$ cat src/rtl/iu_pkg.sv
// Issue-unit shared definitions: bundle layout and packer.
// Used by the issue unit and the IBuffer-side packer.
package iu_pkg;

  localparam int BUNDLE_W  = 78;

  localparam int SCB_LSB   = 0;
  localparam int SCB_W     = 2;
  localparam int BLT_BIT   = 2;
  localparam int BEQ_BIT   = 3;
  localparam int SHGB_BIT  = 4;
  localparam int MEMRD_BIT = 5;
  localparam int MEMWR_BIT = 6;
  localparam int REGWR_BIT = 7;
  localparam int ALUOP_LSB = 8;
  localparam int ALUOP_W   = 4;
  localparam int IMME_LSB  = 12;
  localparam int IMME_W    = 16;
  localparam int REG_W     = 6;
  localparam int DST_LSB   = 28;
  localparam int SRC2_LSB  = 34;
  localparam int SRC1_LSB  = 40;
  localparam int INSTR_LSB = 46;
  localparam int INSTR_W   = 32;

  typedef logic [BUNDLE_W-1:0] bundle_t;

  function automatic bundle_t pack_bundle(
    input logic [INSTR_W-1:0] instr,
    input logic [REG_W-1:0]   src1,
    input logic [REG_W-1:0]   src2,
    input logic [REG_W-1:0]   dst,
    input logic [IMME_W-1:0]  imme,
    input logic [ALUOP_W-1:0] aluop,
    input logic [5:0]         flags,
    input logic [SCB_W-1:0]   scb_id
  );
    // flags: {RegWrite,MemWrite,MemRead,Shared_Globalbar,BEQ,BLT}
    return {instr, src1, src2, dst, imme, aluop, flags, scb_id};
  endfunction

endpackage

$ cat src/rtl/rr_arbiter.sv
// Combinational round-robin arbiter.
// Double-width masked priority encoder starting at ptr.
module rr_arbiter #(
  parameter int N = 8
) (
  input  logic [N-1:0]         req,
  input  logic [$clog2(N)-1:0] ptr,
  output logic [N-1:0]         gnt,
  output logic [$clog2(N)-1:0] gnt_idx,
  output logic                 any
);

  localparam int PW = $clog2(N);

  logic [2*N-1:0] dbl;
  logic [2*N-1:0] masked;

  always_comb begin
    dbl    = {req, req};
    masked = dbl & ({2*N{1'b1}} << ptr);
    any     = 1'b0;
    gnt_idx = '0;
    // downward scan leaves the lowest set bit
    for (int i = 2*N-1; i >= 0; i--) begin
      if (masked[i]) begin
        any     = 1'b1;
        gnt_idx = PW'(i % N);
      end
    end
    gnt = any ? (N'(1) << gnt_idx) : '0;
  end

endmodule

$ cat src/rtl/issue_unit.sv
// Issue stage: RR issue arbitration into a one-entry OC
// output register, plus exit arbitration and exited tracking.
module issue_unit
  import iu_pkg::*;
#(
  parameter int NUM_WARPS = 8,
  parameter int WID_W     = 3
) (
  input  logic                          clk,
  input  logic                          rst,
  input  logic [NUM_WARPS-1:0]          Req_IB_IU,
  output logic [NUM_WARPS-1:0]          Grt_IU_IB,
  input  logic [NUM_WARPS*BUNDLE_W-1:0] Bundle_IB_IU,
  input  logic [NUM_WARPS-1:0]          Exit_Req_IB_IU,
  output logic [NUM_WARPS-1:0]          Exit_Grt_IU_IB,
  output logic                          Valid_IU_OC,
  input  logic                          Ready_OC_IU,
  output logic [WID_W-1:0]              WarpID_IU_OC,
  output logic [BUNDLE_W-1:0]           Bundle_IU_OC,
  input  logic                          Launch_RAU_IU,
  output logic [NUM_WARPS-1:0]          Exited_IU_RAU,
  output logic                          AllDone_IU_RAU
);

  logic                 issue_en;
  logic [NUM_WARPS-1:0] iss_req;
  logic [NUM_WARPS-1:0] ext_req;
  logic [WID_W-1:0]     iss_ptr;
  logic [WID_W-1:0]     ext_ptr;
  logic [WID_W-1:0]     iss_idx;
  logic [WID_W-1:0]     ext_idx;
  logic                 iss_any;
  logic                 ext_any;
  logic [NUM_WARPS-1:0] exited_next;
  bundle_t              sel_bundle;

  assign issue_en = !Valid_IU_OC || Ready_OC_IU;

  // grants forced low while reset is held
  assign iss_req = (issue_en && !rst)
                 ? (Req_IB_IU & ~Exited_IU_RAU)
                 : '0;
  assign ext_req = rst
                 ? '0
                 : (Exit_Req_IB_IU & ~Exited_IU_RAU);

  rr_arbiter #(.N(NUM_WARPS)) u_iss_arb (
    .req     (iss_req),
    .ptr     (iss_ptr),
    .gnt     (Grt_IU_IB),
    .gnt_idx (iss_idx),
    .any     (iss_any)
  );

  rr_arbiter #(.N(NUM_WARPS)) u_ext_arb (
    .req     (ext_req),
    .ptr     (ext_ptr),
    .gnt     (Exit_Grt_IU_IB),
    .gnt_idx (ext_idx),
    .any     (ext_any)
  );

  assign sel_bundle =
    Bundle_IB_IU[iss_idx*BUNDLE_W +: BUNDLE_W];

  // launch beats a simultaneous exit
  always_comb begin
    exited_next = Exited_IU_RAU;
    if (Launch_RAU_IU)
      exited_next = '0;
    else if (ext_any)
      exited_next = Exited_IU_RAU | Exit_Grt_IU_IB;
  end

  always_ff @(posedge clk or posedge rst) begin
    if (rst) begin
      Valid_IU_OC  <= 1'b0;
      WarpID_IU_OC <= '0;
      Bundle_IU_OC <= '0;
      iss_ptr      <= '0;
    end else if (iss_any) begin
      Valid_IU_OC  <= 1'b1;
      WarpID_IU_OC <= iss_idx;
      Bundle_IU_OC <= sel_bundle;
      iss_ptr      <= iss_idx + WID_W'(1);
    end else if (Ready_OC_IU) begin
      Valid_IU_OC  <= 1'b0;
    end
  end

  always_ff @(posedge clk or posedge rst) begin
    if (rst) begin
      Exited_IU_RAU  <= '0;
      AllDone_IU_RAU <= 1'b0;
      ext_ptr        <= '0;
    end else begin
      Exited_IU_RAU  <= exited_next;
      AllDone_IU_RAU <= &exited_next;
      if (ext_any)
        ext_ptr <= ext_idx + WID_W'(1);
    end
  end

endmodule

$ cat config.mk
export PLATFORM = sky130hd
export DESIGN_NAME = issue_unit
export DESIGN_NICKNAME = d
export VERILOG_FILES = /design/src/rtl/iu_pkg.sv /design/src/rtl/rr_arbiter.sv /design/src/rtl/issue_unit.sv
export SDC_FILE = /design/constraint.sdc
export NUM_CORES = 1
export LEC_CHECK = 0
export CAP_MARGIN = 20
export CORE_AREA = 2 2 296 298
export CTS_BUF_LIST = sky130_fd_sc_hd__clkbuf_16
export DETAILED_ROUTE_END_ITERATION = 7
export DIE_AREA = 0 0 298 300
export GPL_TIMING_DRIVEN = 1
export PLACE_DENSITY = 0.44
export SLEW_MARGIN = 20
export SYNTH_ARGS = -nofsm -noshare
export SYNTH_HDL_FRONTEND = slang
export SYNTH_HIERARCHICAL = 1
export SYNTH_SLANG_ARGS = --single-unit
export TNS_END_PERCENT = 20
$ cat constraint.sdc
create_clock -name clk -period 12.3 [get_ports clk]
set_input_delay 1.845 -clock clk [delete_from_list [all_inputs] [get_ports clk]]
set_output_delay 1.845 -clock clk [all_outputs]
set_load 0.02 [all_outputs]
==> results of run 1 <==
[flip-flops by register name (all words and copies together) (netlist names)]
| register | cells |
|---|---|
| Bundle_IU_OC | 78 |
| Valid_IU_OC | 1 |
| ext_ptr | 3 |
| WarpID_IU_OC | 3 |
| Exited_IU_RAU | 8 |
| AllDone_IU_RAU | 1 |
| iss_ptr | 3 |
[synthesized netlist by cell type, types with 6 or more instances]
cell	number
o22ai_1	82
buf_1	8
a221o_1	80
buf_6	10
nand3b_1	6
clkbuf_1	36
nor2_1	28
buf_4	10
dfrtp_1	97
nand2_1	13
nor3b_1	14
nand2b_1	7
buf_2	11
mux2i_1	157
a21oi_1	14
inv_1	14
mux4_2	78
[logic make-up after synthesis]
logic type / after synthesis / synth area share
XOR/XNOR: 2 / 0.00203
AO/OA/AOI/OAI: 213 / 0.200
buffers and inverters: 90 / 0.0538
adder cells (fa/ha/maj): 2 / 0.00290
flip-flops: 97 / 0.281
multiplexers: 239 / 0.391
AND/OR/NAND/NOR: 97 / 0.0690
[worst max path at each step]
stage               startpoint      endpoint  slack [ns]  cells after the start
floorplan                  rst  Grt_IU_IB[3]        3.91                      9
global placement           rst  Grt_IU_IB[3]        3.92                     11
detailed placement         rst  Grt_IU_IB[3]        3.83                     11
CTS                        rst  Grt_IU_IB[3]        3.83                     11
global route               rst  Grt_IU_IB[3]        3.54                     11
finish                     rst  Grt_IU_IB[3]        3.95                     11
[routing by layer]
metal,track usage,wire length [um],share of wire
met5,0,0,0
met3,0.0303,3720,0.062
met4,0.0380,1370,0.023
met2,0.229,30900,0.51
met1,0.155,24500,0.40
[cell type report]
| cell class | instances | area, sq um | share of cell area |
|---|---|---|---|
| Antenna cell | 4 | 10.0 | 0.000568 |
| Clock buffer | 9 | 225 | 0.0128 |
| Clock inverter | 6 | 60.1 | 0.00341 |
| Inverter | 15 | 66.3 | 0.00376 |
| Multi-Input combinational cell | 553 | 5760 | 0.327 |
| Sequential cell | 97 | 2430 | 0.138 |
| Tap cell | 1155 | 1450 | 0.0820 |
| Timing Repair Buffer | 765 | 7630 | 0.433 |
[metrics by stage]
| stage | util | instances | setup slack, ns | hold slack (ns) |
|---|---|---|---|---|
| final | 0.204 | 2604 | 3.95 | 0.503 |
| after global routing | 0.204 | 2602 | 3.54 | 0.528 |
| after CTS | 0.204 | 2600 | 3.83 | 0.506 |
| after detailed placement | 0.201 | 2585 | 3.83 | 0.485 |
| after global placement | 0.201 | 2584 | 3.92 | 0.468 |
| after floorplan | - | 740 | 3.91 | 0.504 |
[critical path, stage by stage]
cell and delay (ns):
clkdlybuf4s50_1 0.62, inv_6 0.55, nand2_1 0.30, nor3b_1 0.86
nand2b_1 0.10, a211oi_1 0.36, o221ai_2 0.20, a21oi_4 0.30
buf_4 0.47, nor3b_2 0.25, clkdlybuf4s50_1 0.62
[power breakdown]
part           internal (mW)  total (mW)  switching (mW)  leakage (nW)
logic                   1.29        2.68            1.38          5.03
registers              0.485       0.622           0.137          1.19
clock network          0.157       0.320           0.164         0.140
total                   1.93        3.62            1.68          6.36
[cells in the final DEF, fill, tap and decap left out, types with 4 or more instances in the layout]
cell	count
clkdlybuf4s50_1	750
mux2i_1	157
dfrtp_1	97
o22ai_1	82
a221o_1	80
mux4_2	78
nor2_1	27
a21oi_1	14
nor3b_1	14
buf_4	14
nand2_1	13
inv_1	12
clkbuf_16	9
nand2b_1	7
nand3b_1	6
diode_2	4
mux2_2	4
o21a_1	4
a32o_1	4
a31oi_1	4
==> results.py, run 1 <==
metrics = {
    "floorplan": {
        "io_pins": 751,
        "die_w_um": 298,
        "initial_core_util": 0.100,
        "rows": 108,
        "die_area_sq_um": 89400,
        "die-height_um": 300,
        "core_sq_um": 86200,
    },
    "routing": {
        "wl_per_cell_um": 23.2,
        "vias": 9960,
        "routed_via_density": 3.82,
        "drc_errors": 0,
        "first_iter_violations": 599,
        "drtPass1Iterations": 5,
        "antenna_left": 0,
        "drt-total-wl_mm": 60.5,
    },
    "clock_network": {
        "holdBufCountCts": 0,
        "cts_root_buf": "clkbuf_16",
        "clk_pin_slew_ns": 0.08,
        "postCtsResizedCells": 0,
        "postCtsSetupRepairBufs": 0,
        "cts_tree": "yes",
        "h-tree-depth": 3,
        "clk_path_buf_depth": 2,
        "clk_latency_ns": 0.39,
        "numCtsBuffers": 9,
        "clkSinkCount": 97,
    },
    "timing": {
        "drv_slew": 0,
        "rsz0062_at_grt": "false",
        "slew_headroom": 0.302,
        "report.final.hold_viol_count": 0,
        "max_freq_mhz": 120,
        "post-route-period-util": 0.679,
        "tightest_slew_ns": 1.04,
        "fin_setup_tns_ns": 0,
        "setup_violations": 0,
        "finClkSkew_ns": 0.0132,
        "fin_crit_ns": 8.35,
    },
    "power_and_ir_drop": {
        "ir_drop_mv": 0.0967,
        "finalPower_mw": 3.62,
        "leakage_nw": 6.36,
        "power_density_nw_per_um2": 205,
    },
    "cells_and_area": {
        "drive_gt1_frac": 0.0934,
        "num-fill-cells": 9522,
        "fin_area_sq_um": 17600,
        "fin_nets": 2087,
        "areaGrowthSynthToFinish_pct": 104,
    },
    "worst_hold_path": {
        "hp-start": "WarpID_IU_OC[2]",
        "hold_path.class": "reg2reg",
        "holdPathStages": 1,
        "worstHoldEndpoint": "WarpID_IU_OC[2]",
    },
    "setup_path": {
        "regToRegStartpoint": "Valid_IU_OC",
        "r2r_setup_slack_ns": 6.70,
        "crit_fanout": 57,
        "cp-end-kind": "output pin",
        "crit_type": "in2out",
        "cp.required_ns": 10.45,
        "cp.arrival_ns": 6.50,
        "worst_r2r_path_depth": 12,
        "worstSetupStartpointType": "input port",
        "reg2reg_to": "Bundle_IU_OC[51]",
    },
    "logic_synthesis": {
        "synthArstFlopShare": 1.00,
        "synth_cell_types": 50,
        "syn_area_sq_um": 8630,
        "synth_seq_cells": 97,
        "synth_edf_count": 0,
        "synthCells": 740,
        "synth_ff_type": "dfrtp_1",
        "syn_avg_cell_area_sq_um": 11.7,
        "ys_top_cells_by_area": "dfrtp_1 (28%), mux4_2 (20%), mux2i_1 (18%), a221o_1 (9.3%), o22ai_1 (5.9%)",
        "synth_nets": 1386,
        "seq_area_frac_synth": 0.281,
        "synth_top_area_share": 0.281,
        "ys_warn_count": 6,
        "synth_top_area_cell": "dfrtp_1",
    },
    "placed_design": {
        "dpl_cell_area_sq_um": 17300,
        "io_buffer_count": 750,
        "place.gp.congestion": 0.929,
        "hpwl_mm": 49.3,
    },
    "global_routing": {
        "grt_antenna_before_repair": 3,
        "grt_usage": 0.129,
        "grt_max_degree": 58,
        "grt_pass1_wl_mm": 82.9,
        "grt_pass1_vias": 10700,
        "overflow": 0,
    },
    "job": {
        "cap_viol_max_count": 0,
    },
    "run_status": {
        "status": "finished clean",
    },
}
No activity file was read; power rests on OpenSTA's default activity.
==> run 2, diff against run 1 <==
==> constraint.sdc (replaced) <==
create_clock -name clk -period 8.1 [get_ports clk]
set_input_delay 1.215 -clock clk [delete_from_list [all_inputs] [get_ports clk]]
set_output_delay 1.215 -clock clk [all_outputs]
set_load 0.02 [all_outputs]
==> run 2 against run 1 <==
  * Combinational power is 53% higher
  * Clock power is 61% higher
  * Utilization hardly changed
  * Worst setup slack worse by 2.0 ns
  * Power is 53% higher
  * Highest routed layer is now met5
  * Die area stayed put
  * Non-clock buffer count is 1 lower
  * Sequential share of layout area hardly changed
  * Sequential cell count stayed put
  * First-iteration DRC count is 14% lower
  * Sequential power is 50% higher
  * Global-route usage is 0.46 points lower
==> results.py, run 2 (synthesized netlist as in run 1, its figures left out) <==
metrics = {
    "floorplan": {
        "die-height_um": 300,
        "core_sq_um": 86200,
        "initial_core_util": 0.100,
        "die_area_sq_um": 89400,
        "rows": 108,
        "die_w_um": 298,
        "io_pins": 751,
    },
    "power_and_ir_drop": {
        "switching_share": 0.460,
        "clockPowerShare": 0.093,
        "p_sw_mw": 2.55,
        "p_int_mw": 2.99,
        "p_comb_frac": 0.739,
        "ir_drop_mv": 0.273,
        "power_density_nw_per_um2": 313,
        "leakage_nw": 6.38,
        "p_seq_frac": 0.168,
    },
    "setup_path": {
        "cp.arrival_ns": 4.94,
        "cp-end-kind": "output pin",
        "crit_top_cell": "clkdlybuf4s50_1",
        "cp_slowest_cell": "nor3b_1",
        "cpPeakStageDelay_ns": 0.85,
        "cp.required_ns": 6.88,
        "crit_fanout": 15,
        "crit_type": "in2out",
        "crit_family": "buffers and inverters",
        "worstSetupStartpointType": "input port",
        "cp_cell_sequence": "clkdlybuf4s50_1 -> inv_6 -> nand2_1 -> nor3b_1 -> nand2b_4 -> a21o_1 -> a32o_1 -> a21oi_4 -> nor3b_2 -> clkdlybuf4s50_1",
        "worst-path-buf-inv": 3,
    },
    "clock_network": {
        "numCtsBuffers": 9,
        "clk_latency_ns": 0.39,
        "postCtsSetupRepairBufs": 0,
        "clk_path_buf_depth": 2,
        "clk_pin_slew_ns": 0.07,
        "holdBufCountCts": 0,
        "cts_root_buf": "clkbuf_16",
        "cts_tree": "yes",
        "clkSinkCount": 97,
        "h-tree-depth": 3,
        "postCtsResizedCells": 0,
    },
    "routing": {
        "drt-total-wl_mm": 57.9,
        "wl_per_cell_um": 22.2,
        "vias": 9901,
        "antenna_left": 0,
        "drc_errors": 0,
        "first_iter_violations": 516,
        "routed_via_density": 3.80,
        "drtPass1Iterations": 5,
    },
    "timing": {
        "tightest_slew_ns": 1.08,
        "rsz0062_at_grt": "false",
        "slew_headroom": 0.276,
        "post-route-period-util": 0.760,
        "fin_crit_ns": 6.15,
        "report.final.hold_viol_count": 0,
        "finClkSkew_ns": 0.0187,
        "fin_setup_tns_ns": 0,
        "setup_violations": 0,
        "drv_slew": 0,
        "max_freq_mhz": 163,
    },
    "job": {
        "cap_viol_max_count": 0,
    },
    "worst_hold_path": {
        "hold_path.class": "reg2reg",
    },
    "global_routing": {
        "grt_max_degree": 102,
        "overflow": 0,
        "grt_usage": 0.125,
        "grt_pass1_wl_mm": 80.4,
        "grt_pass1_vias": 10800,
        "grt_antenna_before_repair": 7,
    },
    "cells_and_area": {
        "reg_top3": "Bundle_IU_OC (78), Exited_IU_RAU (8)",
        "num-fill-cells": 9451,
        "largest_register": "Bundle_IU_OC",
        "fin_util": 0.205,
        "largest_reg_flops": 78,
        "ff_latch_area_sq_um": 2430,
        "final_cell_mix": "clkdlybuf4s50_1 (750), mux2i_1 (157), dfrtp_1 (97), o22ai_1 (82), a221o_1 (80)",
        "multi_input_area_sq_um": 5760,
        "layout_commonest_cell": "clkdlybuf4s50_1",
        "fin_nets": 2086,
        "drive_gt1_frac": 0.0935,
        "areaGrowthSynthToFinish_pct": 105,
    },
    "placed_design": {
        "hpwl_mm": 47.0,
        "io_buffer_count": 750,
        "place.gp.congestion": 0.969,
    },
    "run_status": {
        "status": "finished clean",
    },
}
[run 2: cell count changes in the layout (fill, tap and decap cells not counted)]
cell and change:
buf_4 -3, buf_12 +2, clkinv_1 -2, bufinv_16 +1
clkinv_4 -1, clkinvlp_4 +1, inv_1 +1
[run 2: final timing paths]
check,from,to,slack (ns),cells after the start
hold reg to reg,WarpID_IU_OC[2],WarpID_IU_OC[2],0.49,1
setup reg to reg,Valid_IU_OC,Bundle_IU_OC[30],3.29,11
min in group asynchronous,rst,Exited_IU_RAU[7],1.35,2
setup / recovery,rst,Grt_IU_IB[3],1.95,10
max in group asynchronous,rst,Bundle_IU_OC[37],5.80,3
hold / removal,WarpID_IU_OC[2],WarpID_IU_OC[2],0.49,1
[run 2: area by class of cell]
cell class              count  area share
well taps                1155      0.0818
clock buffers               9      0.0127
diodes                      4    0.000567
inverters                  15     0.00375
clock inverters             6     0.00482
repair buffers            764       0.433
multi-input cells         553       0.326
flip-flops and latches     97       0.137
[run 2: layer usage]
| layer | up-vias | global-route usage | wire length (um) |
|---|---|---|---|
| li1 | 4503 | - | - |
| met1 | 4869 | 0.142 | 22200 |
| met2 | 480 | 0.220 | 29200 |
| met3 | 47 | 0.0452 | 5100 |
| met4 | 2 | 0.0328 | 1310 |
| met5 | - | 0 | 13 |
[run 2: metrics by stage]
step / area (sq um) / worst slack (ns) / power, mW / hold WS (ns) / cells
final: 17700 / 1.95 / 5.53 / 0.493 / 2603
after global routing: 17700 / 1.67 / 5.93 / 0.533 / 2600
after CTS: 17700 / 1.90 / 5.66 / 0.508 / 2599
after detailed placement: 17300 / 1.67 / 5.10 / 0.489 / 2584
after global placement: 17300 / 1.75 / 5.08 / 0.493 / 2584
after floorplan: 8630 / 0.972 / 3.45 / 0.504 / 740
[run 2: worst reg2reg max path, stage by stage, from the launching register on]
cell	delay, ns
dfrtp_1	0.39
nand2b_1	0.14
nand2_1	0.17
nor3b_1	0.85
nand2b_4	0.06
a21o_1	0.26
a32o_1	0.32
a21oi_4	0.32
buf_12	0.41
buf_4	0.81
mux4_2	0.62
a221o_1	0.35
[run 2: power by group through the flow]
| stage | Combinational (mW) | Sequential [mW] | Clock (mW) |
|---|---|---|---|
| floorplan | 2.31 | 1.15 | 0 |
| global placement | 4.13 | 0.944 | 0 |
| detailed placement | 4.15 | 0.942 | 0 |
| CTS | 4.16 | 0.936 | 0.561 |
| global route | 4.39 | 0.971 | 0.572 |
| finish | 4.09 | 0.932 | 0.514 |
==> run 3, diff against run 2 <==
==> constraint.sdc (replaced) <==
create_clock -name clk -period 6 [get_ports clk]
set_input_delay 0.9 -clock clk [delete_from_list [all_inputs] [get_ports clk]]
set_output_delay 0.9 -clock clk [all_outputs]
set_load 0.02 [all_outputs]
==> run 3 against run 2 <==
  * Via count increased by 2.5%
  * Sequential cell count unchanged
  * First-iteration DRC count is 38% higher
  * Clock skew increased by 0.0049 ns
  * Global-route usage up 0.11 points
  * Worst setup slack got worse by 1.4 ns
  * Sequential share of layout area is 0.19 points lower
  * Sequential power increased by 38%
  * Utilization up 0.29 points
  * Design area grew 1.4%
  * Register-to-register slack got worse by 1.7 ns
==> results.py, run 3 (synthesized netlist as in run 1, its figures left out) <==
metrics = {
    "clock_network": {
        "h-tree-depth": 3,
        "cts_root_buf": "clkbuf_16",
        "holdBufCountCts": 0,
        "numCtsBuffers": 9,
        "clk_path_buf_depth": 2,
        "postCtsResizedCells": 0,
        "postCtsSetupRepairBufs": 0,
        "clkSinkCount": 97,
        "clk_pin_slew_ns": 0.08,
        "clk_latency_ns": 0.39,
        "cts_tree": "yes",
    },
    "floorplan": {
        "io_pins": 751,
        "die_area_sq_um": 89400,
        "die_w_um": 298,
        "initial_core_util": 0.100,
        "die-height_um": 300,
        "rows": 108,
        "core_sq_um": 86200,
    },
    "global_routing": {
        "grt_antenna_before_repair": 3,
        "grt_pass1_wl_mm": 81.3,
        "grt_pass1_vias": 10900,
        "grt_max_degree": 98,
        "grt_usage": 0.126,
        "overflow": 0,
    },
    "timing": {
        "post-route-period-util": 0.913,
        "slew_headroom": 0.244,
        "whs_ns": 0.493,
        "max_freq_mhz": 182,
        "fin_crit_ns": 5.48,
        "setup_violations": 0,
        "rsz0062_at_grt": "false",
        "fin_setup_tns_ns": 0,
        "finClkSkew_ns": 0.0236,
        "drv_slew": 0,
        "tightest_slew_ns": 1.13,
        "report.final.hold_viol_count": 0,
    },
    "power_and_ir_drop": {
        "finalPower_mw": 7.71,
        "ir_drop_mv": 0.229,
        "leakage_nw": 6.51,
        "power_density_nw_per_um2": 430,
    },
    "routing": {
        "wl_per_cell_um": 22.5,
        "vias": 10100,
        "drc_errors": 0,
        "drtPass1Iterations": 4,
        "antenna_left": 0,
        "routed_via_density": 3.87,
        "first_iter_violations": 711,
        "drt-total-wl_mm": 58.9,
    },
    "cells_and_area": {
        "layout_commonest_cell": "clkdlybuf4s50_1",
        "final_cell_mix": "clkdlybuf4s50_1 (750), mux2i_1 (157), dfrtp_1 (97), o22ai_1 (82), a221o_1 (80)",
        "largest_register": "Bundle_IU_OC",
        "drive_gt1_frac": 0.105,
        "fin_nets": 2104,
        "fin_area_sq_um": 17900,
        "fin_util": 0.208,
        "ff_latch_area_sq_um": 2430,
        "num-fill-cells": 9442,
        "reg_top3": "Bundle_IU_OC (78), Exited_IU_RAU (8)",
        "areaGrowthSynthToFinish_pct": 108,
        "largest_reg_flops": 78,
        "multi_input_area_sq_um": 5760,
    },
    "run_status": {
        "status": "finished clean",
    },
    "setup_path": {
        "crit_type": "in2out",
        "cp.required_ns": 5.10,
        "worstSetupStartpointType": "input port",
        "crit_fanout": 12,
        "cp-end-kind": "output pin",
        "cp.arrival_ns": 4.58,
    },
    "worst_hold_path": {
        "hold_path.class": "reg2reg",
    },
    "placed_design": {
        "dpl_cell_area_sq_um": 17500,
        "place.gp.congestion": 0.912,
        "io_buffer_count": 750,
        "hpwl_mm": 47.5,
    },
    "job": {
        "cap_viol_max_count": 0,
    },
}
-- run 3: cell types whose count changed in the layout (fill, tap and decap cells not counted), sizes merged --
cell,previous run,this run
clkinvlp,1,2
buf,14,32
bufinv,2,4
clkinv,2,1
inv,16,14
-- run 3: power breakdown --
part	internal, mW	switching (mW)	leakage (nW)
registers	0.995	0.300	1.19
clock network	0.448	0.336	0.169
logic	2.76	2.87	5.15
total	4.20	3.51	6.51
-- run 3: through the flow --
step                cells  setup slack [ns]
CTS                  2617             0.454
global route         2619             0.300
detailed placement   2602             0.293
finish               2621             0.520
floorplan             740             0.347
global placement     2602             0.395
-- run 3: worst paths after layout --
check | startpoint | endpoint | slack [ns] | cells past startpoint
max in group asynchronous | rst | Bundle_IU_OC[17] | 4.18 | 3
min | WarpID_IU_OC[2] | WarpID_IU_OC[2] | 0.49 | 1
max | rst | Grt_IU_IB[3] | 0.52 | 10
min reg2reg | WarpID_IU_OC[2] | WarpID_IU_OC[2] | 0.49 | 1
max reg2reg | Valid_IU_OC | Bundle_IU_OC[64] | 1.56 | 12
min in group asynchronous | rst | Exited_IU_RAU[5] | 1.31 | 3
-- run 3: cell type report --
class / instances / area share
Inverter: 15 / 0.00363
Tap cell: 1155 / 0.0807
Clock inverter: 6 / 0.00733
Sequential cell: 97 / 0.136
Antenna cell: 4 / 0.000559
Multi-Input combinational cell: 553 / 0.322
Clock buffer: 9 / 0.0126
Timing Repair Buffer: 782 / 0.438
-- run 3: metal layers --
metal,vias to the layer above,share of wire,track usage
met4,4,0.021,0.0349
met2,502,0.50,0.216
li1,4536,-,-
met3,47,0.071,0.0352
met5,-,0.00051,0
met1,5058,0.41,0.154
-- run 3: worst max-delay path: stages --
cell and delay [ns]:
clkdlybuf4s50_1 0.59, clkinvlp_4 0.19, nand2_1 0.16, nor3b_1 0.85, nand2b_4 0.07, a21o_1 0.26
a32o_1 0.32, a21oi_4 0.36, nor3b_2 0.24, clkdlybuf4s50_1 0.62
